[config.mk]
export PLATFORM = sky130hd
export DESIGN_NAME = uart_tx_sched
export DESIGN_NICKNAME = d
export VERILOG_FILES = /design/src/rtl/uart_pkg.sv /design/src/rtl/rr_pick.sv /design/src/rtl/uart_tx_sched.sv
export SDC_FILE = /design/constraint.sdc
export NUM_CORES = 1
export LEC_CHECK = 0
export CORE_ASPECT_RATIO = 1.5
export CORE_MARGIN = 2
export CORE_UTILIZATION = 25
export CTS_CLUSTER_DIAMETER = 30
export DETAILED_ROUTE_END_ITERATION = 7
export HOLD_SLACK_MARGIN = 0.12
export MAX_ROUTING_LAYER = met4
export PLACE_DENSITY = 0.59
export SYNTH_ARGS = -nofsm -noshare
export SYNTH_HDL_FRONTEND = slang
export SYNTH_SLANG_ARGS = --single-unit
[constraint.sdc]
create_clock -name serial_clk -period 1.82 [get_ports serial_clk]
set_input_delay 0.364 -clock serial_clk [delete_from_list [all_inputs] [get_ports serial_clk]]
set_output_delay 0.364 -clock serial_clk [all_outputs]
set_load 0.1 [all_outputs]
[src/rtl/uart_pkg.sv]
// Shared types and constants for the multi-requester UART transmit scheduler.
package uart_pkg;

  localparam int unsigned UART_BYTE_W = 8;

  typedef enum logic [1:0] {
    StIdle,
    StSend,
    StWaitAck,
    StWaitDone
  } tx_state_e;

endpackage

[src/rtl/rr_pick.sv]
// Combinational round-robin search: first set bit of valid at or above ptr, wrapping.
module rr_pick #(
  parameter int unsigned NUM_REQ = 2,
  parameter int unsigned ID_W    = $clog2(NUM_REQ)
) (
  input  logic [NUM_REQ-1:0] valid,
  input  logic [ID_W-1:0]    ptr,
  output logic               any_valid,
  output logic [ID_W-1:0]    pick
);

  logic [ID_W-1:0] cand;

  always_comb begin
    any_valid = 1'b0;
    pick      = '0;
    cand      = '0;
    for (int unsigned k = 0; k < NUM_REQ; k++) begin
      cand = ID_W'((32'(ptr) + k) % NUM_REQ);
      if (!any_valid && valid[cand]) begin
        any_valid = 1'b1;
        pick      = cand;
      end
    end
  end

endmodule

[src/rtl/uart_tx_sched.sv]
// Packet-granular round-robin scheduler feeding one UART transmitter.
// Optional owner-stall timeout is enabled by defining UART_TX_SCHED_TIMEOUT_EN.
module uart_tx_sched
  import uart_pkg::*;
#(
  parameter int unsigned NUM_REQ        = 2,
  parameter int unsigned TIMEOUT_CYCLES = 4096
) (
  input  logic                           serial_clk,
  input  logic                           reset_n,
  input  logic [NUM_REQ-1:0]             req_valid,
  input  logic [UART_BYTE_W*NUM_REQ-1:0] req_data,
  input  logic [NUM_REQ-1:0]             req_last,
  output logic [NUM_REQ-1:0]             req_ready,
  output logic [UART_BYTE_W-1:0]         tx_data,
  output logic                           tx_start,
  input  logic                           tx_busy,
  output logic [$clog2(NUM_REQ)-1:0]     grant_id,
  output logic                           grant_active
`ifdef UART_TX_SCHED_TIMEOUT_EN
  ,
  output logic                           timeout_flag
`endif
);

  localparam int unsigned ID_W = $clog2(NUM_REQ);

  if (NUM_REQ < 2 || NUM_REQ > 8 || TIMEOUT_CYCLES < 1) begin : g_param_check
    $error("uart_tx_sched: parameter out of range");
  end

  tx_state_e              state_q;
  logic [ID_W-1:0]        rr_ptr_q;
  logic [ID_W-1:0]        next_ptr;
  logic [ID_W-1:0]        pick;
  logic                   pick_any;
  logic                   last_q;
  logic                   sel_valid;
  logic                   sel_last;
  logic [UART_BYTE_W-1:0] sel_data;
  logic                   accept;
  logic                   timeout_hit;

  rr_pick #(
    .NUM_REQ(NUM_REQ),
    .ID_W   (ID_W)
  ) u_rr_pick (
    .valid    (req_valid),
    .ptr      (rr_ptr_q),
    .any_valid(pick_any),
    .pick     (pick)
  );

  // Owner's lane, selected by the registered grant.
  always_comb begin
    sel_valid = 1'b0;
    sel_last  = 1'b0;
    sel_data  = '0;
    for (int unsigned i = 0; i < NUM_REQ; i++) begin
      if (grant_id == ID_W'(i)) begin
        sel_valid = req_valid[i];
        sel_last  = req_last[i];
        sel_data  = req_data[i*UART_BYTE_W +: UART_BYTE_W];
      end
    end
  end

  assign accept   = (state_q == StSend) && sel_valid && !tx_busy;
  assign next_ptr = (grant_id == ID_W'(NUM_REQ - 1)) ? '0 : grant_id + ID_W'(1);

  always_comb begin
    req_ready = '0;
    for (int unsigned i = 0; i < NUM_REQ; i++) begin
      if (grant_id == ID_W'(i)) begin
        req_ready[i] = accept;
      end
    end
  end

`ifdef UART_TX_SCHED_TIMEOUT_EN
  localparam int unsigned CNT_W = $clog2(TIMEOUT_CYCLES + 1);

  logic [CNT_W-1:0] stall_cnt_q;

  assign timeout_hit = (state_q == StSend) && !sel_valid &&
                       (stall_cnt_q == CNT_W'(TIMEOUT_CYCLES - 1));

  always_ff @(posedge serial_clk) begin
    if (!reset_n) begin
      stall_cnt_q  <= '0;
      timeout_flag <= 1'b0;
    end else begin
      timeout_flag <= timeout_hit;
      if (accept || timeout_hit || state_q == StIdle) begin
        stall_cnt_q <= '0;
      end else if (state_q == StSend && !sel_valid) begin
        stall_cnt_q <= stall_cnt_q + CNT_W'(1);
      end
    end
  end
`else
  assign timeout_hit = 1'b0;
`endif

  always_ff @(posedge serial_clk) begin
    if (!reset_n) begin
      state_q      <= StIdle;
      rr_ptr_q     <= '0;
      grant_id     <= '0;
      grant_active <= 1'b0;
      tx_start     <= 1'b0;
      tx_data      <= '0;
      last_q       <= 1'b0;
    end else begin
      tx_start <= 1'b0;
      case (state_q)
        StIdle: begin
          if (pick_any) begin
            grant_id     <= pick;
            grant_active <= 1'b1;
            state_q      <= StSend;
          end
        end
        StSend: begin
          if (accept) begin
            tx_data  <= sel_data;
            tx_start <= 1'b1;
            last_q   <= sel_last;
            state_q  <= StWaitAck;
          end else if (timeout_hit) begin
            rr_ptr_q     <= next_ptr;
            grant_active <= 1'b0;
            state_q      <= StIdle;
          end
        end
        StWaitAck: begin
          if (tx_busy) begin
            state_q <= StWaitDone;
          end
        end
        StWaitDone: begin
          // Packet end releases the transmitter; a new request is seen from IDLE next cycle.
          if (!tx_busy) begin
            if (last_q) begin
              rr_ptr_q     <= next_ptr;
              grant_active <= 1'b0;
              state_q      <= StIdle;
            end else begin
              state_q <= StSend;
            end
          end
        end
        default: state_q <= StIdle;
      endcase
    end
  end

endmodule

==> results of run 1 <==
==> logic make-up (layout without fill, tap and decap cells) <==
logic type | after synthesis | in the layout | share of synthesized area [%]
adders and majority gates | 5 | 5 | 7.321
and+or+nand+nor | 38 | 38 | 26.94
muxes | 13 | 13 | 15.67
AOI/OAI and AO/OA | 16 | 16 | 12.59
DFF | 15 | 15 | 35.14
buffers and inverters | 5 | 52 | 2.342
==> stage by stage <==
stage	hold slack, ns	util (%)	setup TNS, ns
after CTS	0.5617	45.44	-0.03860
final	0.5538	45.78	0
after global routing	0.6203	45.78	-0.008687
after floorplan	0.4637	-	-0.1154
after detailed placement	0.4914	43.17	-0.03591
after global placement	0.4712	43.17	0
==> power breakdown <==
part / leakage, uW / total, uW / internal (uW) / switching (uW)
Sequential: 0.000124 / 450 / 388 / 61.8
Combinational: 0.000449 / 818 / 368 / 451
Clock: 0.0000228 / 271 / 155 / 116
Total: 0.000595 / 1540 / 911 / 628
==> worst max-delay path by stage <==
| stage | startpoint | endpoint | depth (start not counted) |
|---|---|---|---|
| after floorplan | state_q[1]$_SDFFE_PN0P_ | req_ready[0] | 4 |
| after CTS | state_q[1]$_SDFFE_PN0P_ | req_ready[0] | 5 |
| after detailed placement | tx_busy | req_ready[0] | 4 |
| final | req_valid[0] | req_ready[0] | 4 |
| after global placement | tx_busy | req_ready[0] | 4 |
| after global routing | state_q[1]$_SDFFE_PN0P_ | req_ready[0] | 5 |
==> final cells by class <==
class	instances	area, um2
multi-input combinational	72	571.8
fill	331	1817
inverter	3	11.26
sequential	15	309.0
clock buffer	4	45.04
timing repair buffer	45	544.3
tap	42	52.55
==> layer usage <==
metal | track usage [%] | up-vias
met3 | 3.137 | 5
met1 | 13.39 | 379
met5 | - | -
met2 | 24.79 | 25
met4 | 7.895 | 0
li1 | - | 405
==> worst max-delay path: cells and delay by family <==
| kind | cells | cell delay, ns |
|---|---|---|
| muxes | 1 | 0.11 |
| and+or+nand+nor | 1 | 0.23 |
| buffers and inverters | 2 | 0.73 |
==> sequential cells by signal, summed over array words and instances, names as in the netlist <==
name and count:
grant_id 1, grant_active 1, tx_start 1, rr_ptr_q 1, tx_data 8, state_q 2
last_q 1
==> synth_stat cells (all sizes together), types with 2 or more instances <==
master | instances | area [um2]
nand2 | 16 | 60.06
o21ai | 4 | 20.01
nor2b | 4 | 25.02
inv | 3 | 11.26
a21boi | 9 | 67.56
nor2 | 3 | 30.03
ha | 5 | 62.56
nand3b | 2 | 15.01
and2 | 2 | 12.51
dfxtp | 15 | 300.3
and2b | 6 | 52.55
mux2i | 13 | 133.9
==> repair_timing <==
| item | CTS | global route |
|---|---|---|
| cloned | 0 | 0 |
| pin swaps | 1 | 1 |
| hold endpoints to repair | 0 | 0 |
| setup buffers | 4 | 0 |
| endpoints found under the setup margin | 1 | 1 |
| gates resized for setup | 2 | 2 |
==> metrics, run 1 <==
hold path start rr_ptr_q$_SDFFE_PN0P_; Slew Limit Headroom 65.50%; initial antenna violation count 0; total grt overflow 0; clock latency on the worst-skew pair 0.25 ns; Clock Tree Buf Depth 2; Root Driver clkbuf_8; Syn Nets 120; Post-DRT Antenna Nets 0; I/O Buffers 35; Worst Tran Pin Value 0.5158 ns; finished layout cell area 0.001534 mm2; endpoint type of the worst setup path output port; total power 1539 uW; Initial Util 25.50%; total clock buffers created by CTS 3; Critical Path Fanout Max 3; register area share after synthesis 35.14%; area delta synth->final 79.50%; worst endpoint data arrival time 1.43 ns; clock transition at the registers of the reported paths 0.06 ns; DRC viols 0; die height 75.61 um; LEAKAGE 0.0005954 uW; routability cong. 0.7308; Post-Syn Instances 92; worst hold path depth 3; Place WS -0.01408 ns; most common cell after layout, fill and taps aside clkdlybuf4s50_1; first-pass GRT wire length 3.774 mm; CP required 1.46 ns; top routing layer in use met4; Setup CP Type in -> out; Worst Hold Path EP rr_ptr_q$_SDFFE_PN0P_; Slew Limit Fails 0; placed cell count 173; half-perimeter wire length after placement 1.713 mm; DR WL met2 1.174 mm; status completed; die extent in x 51.74 um; slowest CP cell clkdlybuf4s50_1; share of cells above drive strength 1 28.06%; met3 WL 146 um; worst setup margin 0.02837 ns; HP Class reg -> reg; Post-Synthesis Mean Instance Area 9.289 um2; gr usage total 13.76%; Largest stage delay, worst path 0.53 ns; CP Cell Sequence clkdlybuf4s50_1 -> mux2i_4 -> nor3_4 -> buf_12; H-tree Lvls 1; period utilisation layout 98.44%; I/O pin cnt 36; FF-to-FF End last_q$_SDFFE_PN0P_; min cycle time layout 1.792 ns; number of DRC markers in iteration 0 5; Ant. Diodes 0; hold_buf cts 0; largest net degree at the start of global routing 18; vias per std cell 4.497; reg2reg path depth 7; final std cells w/o fill 181; Async SR Flop Fraction 0%; CTS sink cnt 15; M1 wire length 889 um; 1st-pass router iterations 2; Fin. Hold Viols 0; worst clock skew 0.001315 ns; unrepaired setup endpoints after global routing yes; Fmax achieved 558.2 MHz; Primary FF master, synth dfxtp_1; pwr/cell area 1003 mW/mm2; final setup fails 0; nature of the critical path startpoint input pin; Max Cap Viol 0; CORE AREA 0.003351 mm2; Post-synth EDFFs 0; mapped cell area 854.6 um2; placed cell areas 0.001446 mm2; vias in the first global route 825; nets@finish 168; most frequent cells in the layout clkdlybuf4s50_1 (20), nand2_1 (16), mux2i_1 (12), dfxtp_1 (12), buf_12 (12); CTS tree yes; Die Area 0.003911 mm2; Warnings, synthesis 0; DRT Wirelength 2.266 mm; via count 814; r2r startpoint state_q[1]$_SDFFE_PN0P_; WL per Instance 12.52 um; #FFs+latches synth 15; FP Rows 26; post-synthesis cell type count 27; Peak VDD IR 0.3583 mV; R2R Setup Slk 0.20 ns
(Power assumes the default switching activity.)
==> run 2, diff against run 1 <==
- SETUP_SLACK_MARGIN: unset -> 0.4
==> run 2 against run 1 <==
Compared with the run above: sequential cell count stayed put; routed wire length is 6.2% higher; first-iteration DRC count grew to 9.4 times the previous value; sequential share of layout area is 1.1 points lower; sequential power hardly changed; non-clock buffer count is 6 higher; maximum frequency is 0.83% higher.
==> metrics, run 2 (synthesis results as in run 1) <==
status completed; nature of the critical path startpoint flip-flop; half-perimeter wire length after placement 1.712 mm; clock latency on the worst-skew pair 0.24 ns; Initial Util 25.50%; initial antenna violation count 0; number of DRC markers in iteration 0 47; HP Class reg -> reg; total clock buffers created by CTS 3; share of cells above drive strength 1 33.56%; Largest register FFs 8; worst hold path depth 2; finished layout cell area 0.001634 mm2; via count 845; unrepaired setup endpoints after global routing yes; most frequent cells in the layout clkdlybuf4s50_1 (19), nand2_1 (15), buf_4 (14); LEAKAGE 0.0006430 uW; nets@finish 175; most common cell after layout, fill and taps aside clkdlybuf4s50_1; die extent in x 51.74 um; CP Cell Sequence inv_4 -> ha_4 -> or2b_4 -> nor3_4 -> buf_12; CP required 1.46 ns; slowest CP cell dfxtp_4; worst endpoint data arrival time 1.41 ns; period utilisation layout 97.63%; Biggest register tx_data; FF-to-FF End tx_data[6]$_SDFFE_PN0P_; hold path start last_q$_SDFFE_PN0P_; vias per std cell 4.495; pwr/cell area 1016 mW/mm2; largest net degree at the start of global routing 16; CORE AREA 0.003351 mm2; Clock Tree Buf Depth 2; min cycle time layout 1.777 ns; R2R Setup Slk 0.16 ns; Post-DRT Antenna Nets 0; DRT Wirelength 2.407 mm; Worst path top cell family by delay simple AND/OR/NAND/NOR gates; endpoint type of the worst setup path output port; clock transition at the registers of the reported paths 0.06 ns; 1st-pass router iterations 4; biggest regs tx_data: 8 flops, state_q: 2 flops; die height 75.61 um; Worst Tran Pin Value 0.3447 ns; total grt overflow 0; placed cell areas 0.001470 mm2; r2r startpoint state_q[1]$_SDFFE_PN0P_; I/O Buffers 35; CTS tree yes; Fin. Hold Viols 0; FP Rows 26; worst clock skew 0.001898 ns; Buf/Inv on CP 2; CTS sink cnt 15; I/O pin cnt 36; routability cong. 0.8460; Worst Hold Path EP last_q$_SDFFE_PN0P_; Slew Limit Headroom 76.95%; first-pass GRT wire length 3.822 mm; Core Util, Final 48.77%; WL per Instance 12.80 um; Largest stage delay, worst path 0.35 ns; gr usage total 13.56%; worst hold slack 0.5638 ns; Max Cap Viol 0; final setup fails 0; Ant. Diodes 0; Slew Limit Fails 0; Peak VDD IR 0.7638 mV; # fillers 308; vias in the first global route 820; Setup CP Type reg -> out; H-tree Lvls 1; Critical Path Fanout Max 3; hold_buf cts 0; area delta synth->final 91.22%; Die Area 0.003911 mm2; DRC viols 0; reg2reg path depth 8; Root Driver clkbuf_8; Fmax achieved 562.8 MHz
[run 2: cell types whose count changed in the layout (fill, tap and decap cells not counted), sizes merged]
cell	previous run	this run
nor2	3	4
clkdlybuf4s50	20	19
buf	23	29
dlygate4sd2	1	2
[run 2: stage by stage]
step	TNS [ns]	instances	total power [uW]	setup WS, ns
finish	0	188	1660	0.04310
floorplan	-0.1154	92	962.2	-0.1154
global route	0	188	1745	0.002408
detailed placement	-0.2846	173	1234	-0.05452
CTS	-0.01591	181	1576	-0.01591
global placement	-0.01096	173	1208	-0.005895
[run 2: cell type report]
cell class	instances	area [um2]	share of cell area, %
multi-input combinational	73	603.1	36.91
inverter	3	13.76	0.8423
clock buffer	4	45.04	2.757
timing repair buffer	51	608.1	37.21
sequential	15	311.5	19.07
tap	42	52.55	3.216
[run 2: worst reg2reg max path, cell delays in order (launching register included)]
cell	delay [ns]
dfxtp_4	0.35
inv_4	0.06
ha_4	0.12
or2b_4	0.29
buf_4	0.14
buf_6	0.12
nor2_4	0.20
mux2i_1	0.20
a21boi_1	0.07
[run 2: how the worst max path moves through the flow]
stage | from | endpoint | slack [ns] | depth (start not counted)
CTS | state_q[1]$_SDFFE_PN0P_ | req_ready[0] | -0.02 | 5
global route | state_q[1]$_SDFFE_PN0P_ | req_ready[0] | 0.002 | 5
floorplan | state_q[1]$_SDFFE_PN0P_ | req_ready[0] | -0.12 | 4
detailed placement | req_valid[1] | tx_data[4]$_SDFFE_PN0P_ | -0.05 | 6
finish | state_q[1]$_SDFFE_PN0P_ | req_ready[0] | 0.04 | 5
global placement | req_valid[1] | tx_data[1]$_SDFFE_PN0P_ | -0.006 | 6
[run 2: power by group]
part	switching (uW)	total, uW	internal [uW]	leakage [uW]
clock	118	273	155	0.0000228
combinational	502	937	435	0.000496
sequential	58.9	450	391	0.000124
[run 2: metal layers]
metal	wire length, um	GRT usage [%]	vias to the layer above
met5	0	-	-
met2	1402	23.65	18
met4	21	5.263	0
met1	912	15.71	402
met3	71	1.765	4
li1	-	-	421
[run 2: timing repair]
action	4_1_cts	5_1_grt
resized for setup	6	5
pin swaps	3	8
setup buffers	3	7
setup endpoints to repair	13	14
cloned	1	0
==> run 3, diff against run 2 <==
- CTS_CLUSTER_DIAMETER: 30 -> unset
==> results of run 3 <==
Same layout as run 2: the final DEF is identical, and so are final timing and power.
